### config.mk
export PLATFORM = sky130hd
export DESIGN_NAME = fifo_wr_ctrl
export DESIGN_NICKNAME = d
export VERILOG_FILES = /design/src/rtl/fifo_wr_ctrl.sv
export SDC_FILE = /design/constraint.sdc
export NUM_CORES = 1
export LEC_CHECK = 0
export BUFFER_PORTS_ARGS = -buffer_cell sky130_fd_sc_hd__buf_4
export CELL_PAD_IN_SITES_DETAIL_PLACEMENT = 1
export CELL_PAD_IN_SITES_GLOBAL_PLACEMENT = 2
export CORE_UTILIZATION = 24
export DETAILED_ROUTE_END_ITERATION = 8
export GPL_ROUTABILITY_DRIVEN = 0
export GPL_TIMING_DRIVEN = 0
export PLACE_DENSITY = 0.82
export SLEW_MARGIN = 20
export SYNTH_ARGS = -nofsm -noshare
export SYNTH_HDL_FRONTEND = slang
export SYNTH_SLANG_ARGS = --single-unit
export TNS_END_PERCENT = 100
### constraint.sdc
create_clock -name W_CLK -period 3.1 [get_ports W_CLK]
set_clock_uncertainty 0.15 [all_clocks]
set_input_delay 0.775 -clock W_CLK [delete_from_list [all_inputs] [get_ports W_CLK]]
set_output_delay 0.775 -clock W_CLK [all_outputs]
set_load 0.01 [all_outputs]
### src/rtl/fifo_wr_ctrl.sv
// fifo_wr_ctrl: write-side pointer controller of the async FIFO.
// Binary/Gray write pointers, full/almost-full, occupancy, overflow.
module fifo_wr_ctrl #(
   parameter int FIFO_DEPTH   = 8,
   parameter int ADDR_WIDTH   = 3,
   parameter int AF_THRESHOLD = 6
) (
   input  logic                  W_CLK,
   input  logic                  W_RST,
   input  logic                  W_INC,
   input  logic                  OVF_CLR,
   input  logic [ADDR_WIDTH:0]   R_PTR,
   output logic [ADDR_WIDTH:0]   GREY_W_PTR,
   output logic [ADDR_WIDTH-1:0] WR_ADDR,
   output logic                  W_CLKEN,
   output logic                  FULL,
   output logic                  ALMOST_FULL,
   output logic [ADDR_WIDTH:0]   WR_COUNT,
   output logic                  OVERFLOW
);

   localparam int PW = ADDR_WIDTH + 1;

   // Threshold is clamped to the depth so an out-of-range value
   // still yields a flag that can assert.
   localparam int AF_CLAMP =
      (AF_THRESHOLD > FIFO_DEPTH) ? FIFO_DEPTH : AF_THRESHOLD;
   localparam logic [PW-1:0] AF_TH = PW'(AF_CLAMP);

   // Gray full pattern: the two MSBs inverted, the rest equal.
   localparam logic [PW-1:0] FULL_MASK =
      PW'(3) << (ADDR_WIDTH - 1);

   logic [PW-1:0] r_w_bin;
   logic [PW-1:0] r_w_gray;
   logic          r_ovf;

   logic [PW-1:0] w_next_bin;
   logic [PW-1:0] w_next_gray;
   logic [PW-1:0] w_r_bin;
   logic [PW-1:0] w_count;
   logic          w_full;
   logic          w_accept;
   logic          w_reject;

   // Prefix XOR from the MSB down.
   function automatic logic [PW-1:0] gray2bin(
      input logic [PW-1:0] g
   );
      logic [PW-1:0] b;
      b[PW-1] = g[PW-1];
      for (int i = PW - 2; i >= 0; i--) begin
         b[i] = b[i+1] ^ g[i];
      end
      return b;
   endfunction

   // Next-pointer, full test and occupancy from the synced read pointer.
   always_comb begin
      w_next_bin  = r_w_bin + PW'(1);
      w_next_gray = w_next_bin ^ (w_next_bin >> 1);
      w_full      = (r_w_gray == (R_PTR ^ FULL_MASK));
      w_accept    = W_INC & ~w_full;
      w_reject    = W_INC & w_full;
      w_r_bin     = gray2bin(R_PTR);
      w_count     = r_w_bin - w_r_bin;
   end

   // Pointer advance; Gray is a flop so the exported pointer is glitch-free.
   always_ff @(posedge W_CLK or negedge W_RST) begin
      if (!W_RST) begin
         r_w_bin  <= '0;
         r_w_gray <= '0;
      end else if (w_accept) begin
         r_w_bin  <= w_next_bin;
         r_w_gray <= w_next_gray;
      end
   end

   // Sticky overflow; a rejected write wins over a same-edge clear.
   always_ff @(posedge W_CLK or negedge W_RST) begin
      if (!W_RST) begin
         r_ovf <= 1'b0;
      end else if (w_reject) begin
         r_ovf <= 1'b1;
      end else if (OVF_CLR) begin
         r_ovf <= 1'b0;
      end
   end

   assign GREY_W_PTR  = r_w_gray;
   assign WR_ADDR     = r_w_bin[ADDR_WIDTH-1:0];
   assign W_CLKEN     = w_accept;
   assign FULL        = w_full;
   assign WR_COUNT    = w_count;
   assign ALMOST_FULL = (w_count >= AF_TH);
   assign OVERFLOW    = r_ovf;

endmodule

Word-level counts from Yosys, hierarchy flattened
Index checks and enable logic that the tools add are counted.

Bits in registers: 9. Input bits: 8. Output and inout port bits: 15.

Add/sub/neg operators: 2. Order comparisons: 1. Equal/unequal tests: 1. Mux-type cells: 2. Bitwise gates (word level): 8. Reductions and logical operators: 1.

Operators by type and width (number): $add A4 B1 Y4 const B (1); $eq A4 B4 Y1 (1); $ge A4 B3 Y1 const B (1); $sub A4 B4 Y4 (1); $xor A4 B3 Y4 (1); $xor A1 B1 Y1 (3); $and A1 B1 Y1 (2); $mux W1 (2); $not A2 Y2 (1); $reduce_bool A2 Y1 (1); $not A1 Y1 (1).

Logic depth before layout (Yosys ltp)
Word-level depth: 5. Gate-level depth with buffers: 9.

Worst setup path before layout
OpenSTA, ideal clock, no wires.

Path kind: input -> output. Start point: input port R_PTR[3]. End point: output port ALMOST_FULL. Arrival time: 2.506 ns. Required time: 2.175 ns. Slack: -0.331 ns. Cell stages on the path: 9. Path buffers: 0. Cells stage by stage: xnor2_1 xor2_1 xnor2_1 ha_1 inv_1 fa_1 xor2_1 nand2_1 o21ai_0.

Longest elaborated chain between the ends: 5.

RTL lines: start: declaration (RTL line 12) `input logic [ADDR_WIDTH:0] R_PTR,`; $xor A1 B1 Y1 * (RTL line 53) `b[i] = b[i+1] ^ g[i];`; $xor A1 B1 Y1 (2 in a row) (RTL line 53); $sub A4 B4 Y4 * (RTL line 66) `w_count = r_w_bin - w_r_bin;`; named net WR_COUNT[2] (RTL line 18) `output logic [ADDR_WIDTH:0] WR_COUNT,`; $ge A4 B3 Y1 * (RTL line 96) `assign ALMOST_FULL = (w_count >= AF_TH);`; end: declaration (RTL line 17) `output logic ALMOST_FULL,`.

The timed path passes the listed nets; every way through them passes the cells marked *.

Worst setup path in the final report
Start point: input port R_PTR[3]. End point: output port ALMOST_FULL.

Longest elaborated chain between the ends: 5.

RTL lines (RTL line): $xor A1 B1 Y1 (3 in a row) (53); $sub A4 B4 Y4 * (66); $ge A4 B3 Y1 * (96).

Mark *: on every way between the ends. The rest lies on a longest branch, timed or not.

==> results.sh <==
export IMPL_drtAntennaViolNets=0
export IMPL_p_sw_w=0.000467
export IMPL_io_pins=23
export IMPL_firstDrtPassIters=4
export IMPL_placed_cells=110
export IMPL_vdd_drop_max_mv=0.503
export IMPL_final_hold_viol_count=0
export IMPL_placeableCoreArea_um2=2250
export IMPL_via_per_inst=4.31
export IMPL_ys_ff_latch=8
export IMPL_p_sw_frac=0.425
export IMPL_rsz0062_at_grt="yes"
export IMPL_end_kind="output pin"
export IMPL_yosysWarnings=0
export IMPL_antenna_found_initial=0
export IMPL_syn_num_nets=73
export IMPL_leakagePower_nw=0.446
export IMPL_ys_seq_area_frac=0.345
export IMPL_power_frac_seq=0.218
export IMPL_multi_input_area_um2=409
export IMPL_crit_fanout=2
export IMPL_grt_pass1_wl_mm=2.39
export IMPL_cap_violations=0
export IMPL_finalSetupViolCount=4
export IMPL_worstSetupPathType="primary input to output pin"
export IMPL_tightest_slew_ns=0.492
export IMPL_startpoint="R_PTR[3]"
export IMPL_fin_crit_sh=1.09
export IMPL_io_buffers=22
export IMPL_clk_pin_slew_ns=0.06
export IMPL_seq_area_um2=200
export IMPL_clk_latency_ns=0.27
export IMPL_die_y_um=51.2
export IMPL_dp_hpwl_mm=1.12
export IMPL_fin_ws_ns=-0.294
export IMPL_die_x_um=51.2
export IMPL_clockBufferDepth=2
export IMPL_h_tree_depth=1
export IMPL_grt_overflow=0
export IMPL_r2r_start="GREY_W_PTR[3]$_DFFE_PN0P_"
export IMPL_power_w=0.00110
export IMPL_vias=517
export IMPL_numCtsBuffers=3
export IMPL_areaGrowthSynthToFinish_pct=63.4
export IMPL_syn_area_per_cell_um2=9.68
export IMPL_netlist_instances=60
export IMPL_worst_r2r_endpoint="GREY_W_PTR[3]$_DFFE_PN0P_"
export IMPL_place_area_um2=821
export IMPL_min_path_type="primary input to asynchronous set/reset pin"
export IMPL_post_route_drc_count=0
export IMPL_outcome="complete, but fails checks"
export IMPL_r2r_slack_ns=1.29
export IMPL_nFillCells=282
export IMPL_track_usage=0.128
export IMPL_rows=17
export IMPL_p_int_w=0.000632
export IMPL_p_clk_frac=0.076
export IMPL_wl_per_cell_um=12.5
export IMPL_cp_start_kind="primary input"
export IMPL_grt_pass1_vias=542
export IMPL_p_per_area_nw_per_um2=1160
export IMPL_instances_no_fill=120
export IMPL_max_freq_ghz=0.295
export IMPL_wirelength_mm=1.50
export IMPL_start_util=0.257
export IMPL_drt_iter0_drc=2
export IMPL_cp_required_ns=2.17
export IMPL_cts_hold_buf=0
export IMPL_slew_headroom=0.669
export IMPL_ys_types=18
export IMPL_maxSlewViolCount=0
export IMPL_arrival_ns=2.47
export IMPL_period_needed_ns=3.39
export IMPL_dieArea_um2=2620
export IMPL_grt_max_degree=11
export IMPL_cts_root_buffer="clkbuf_4"
export IMPL_p_comb_frac=0.705
export IMPL_violations="negative setup slack"
export IMPL_clock_sinks=8
export IMPL_fin_nets=107
export IMPL_drive_above_1_share=0.500
export IMPL_insertedDiodeCount=0
export IMPL_reg2regPathDepth=5
export IMPL_cts_tree="built"
export IMPL_post_route_cell_area_um2=948
export IMPL_syn_area_um2=581
[timing repair]
| item | CTS | global route |
|---|---|---|
| buffers inserted | 6 | 1 |
| resized for setup | 11 | 3 |
| pin swaps | 7 | 6 |
| endpoints found under the setup margin | 4 | 4 |
[cells in the final DEF, fill, tap and decap left out, types with 3 or more instances in the layout]
cell	netlist	layout
buf_4	0	24
dfrtp_1	8	8
nand2_1	7	7
inv_1	7	6
xnor2_1	8	6
xor2_1	8	6
buf_6	1	4
o21ai_0	6	4
ha_1	4	3
clkbuf_4	0	3
[stage by stage]
step	util	TNS, ns	setup slack (ns)	hold slack [ns]
6_report	0.421	-0.987	-0.294	0.165
5_1_grt	0.421	-1.30	-0.378	0.167
4_1_cts	0.411	-0.967	-0.304	0.164
3_5_place_dp	0.364	-1.24	-0.421	0.370
3_3_place_gp	0.364	-1.17	-0.389	0.366
2_1_floorplan	-	-0.101	-0.101	0.329
[sequential cells by signal (all words and copies together) (netlist names)]
name        count
OVERFLOW        1
GREY_W_PTR      4
r_w_bin         3
[layer usage]
layer | up-vias | GRT usage | share of wire
met4 | 0 | 0.0694 | 0.017
li1 | 254 | - | -
met3 | 2 | 0.0179 | 0.043
met5 | - | 0 | 0
met1 | 246 | 0.143 | 0.39
met2 | 15 | 0.232 | 0.55
[worst max-delay path, stage by stage]
cell	delay, ns
buf_8	0.10
xnor2_4	0.23
xor2_4	0.19
xnor2_2	0.13
ha_2	0.20
inv_2	0.04
fa_2	0.53
nand2_1	0.08
o21ai_2	0.06
buf_4	0.12
[synth_stat cells (all sizes together)]
library cell,n,share of area
inv,7,0.045
nor2b,1,0.011
a21boi,1,0.013
nor3b,1,0.013
buf,1,0.019
o21ai,6,0.052
nand3,1,0.0086
nand2,7,0.045
nor4,1,0.011
xnor2,8,0.12
dfrtp,8,0.34
nor2,3,0.028
o41ai,1,0.028
ha,4,0.086
xor2,8,0.12
fa,1,0.034
mux2,1,0.019
[how the worst max path moves through the flow]
stage                             end  slack [ns]  depth (start not counted)
final                     ALMOST_FULL       -0.29                         10
after global placement    ALMOST_FULL       -0.39                         11
after detailed placement  ALMOST_FULL       -0.42                         11
after global routing      ALMOST_FULL       -0.38                         11
after CTS                 ALMOST_FULL       -0.30                         11
after floorplan           ALMOST_FULL       -0.10                          9
[layout make-up]
type,instances,share of cell area
Buffer,1,0.0119
Clock buffer,3,0.0237
Inverter,7,0.0277
Multi-Input combinational cell,44,0.431
Sequential cell,8,0.211
Tap cell,28,0.0369
Timing Repair Buffer,29,0.257
[power groups by stage]
| stage | logic, W | clock network [W] | registers [W] |
|---|---|---|---|
| CTS | 0.000760 | 0.0000862 | 0.000243 |
| detailed placement | 0.000673 | 0 | 0.000243 |
| finish | 0.000775 | 0.0000841 | 0.000240 |
| global placement | 0.000651 | 0 | 0.000241 |
| global route | 0.000849 | 0.0000893 | 0.000250 |
| floorplan | 0.000400 | 0 | 0.000246 |
[logic make-up after synthesis]
family | count (synthesis) | synth area share
muxes | 1 | 0.0194
and+or+nand+nor | 14 | 0.116
buffers and inverters | 8 | 0.0647
xor gates and xnor gates | 16 | 0.241
DFF | 8 | 0.345
AOI/OAI and AO/OA | 8 | 0.0927
adders and majority gates | 5 | 0.121
Power figures use the tool's default switching activity.
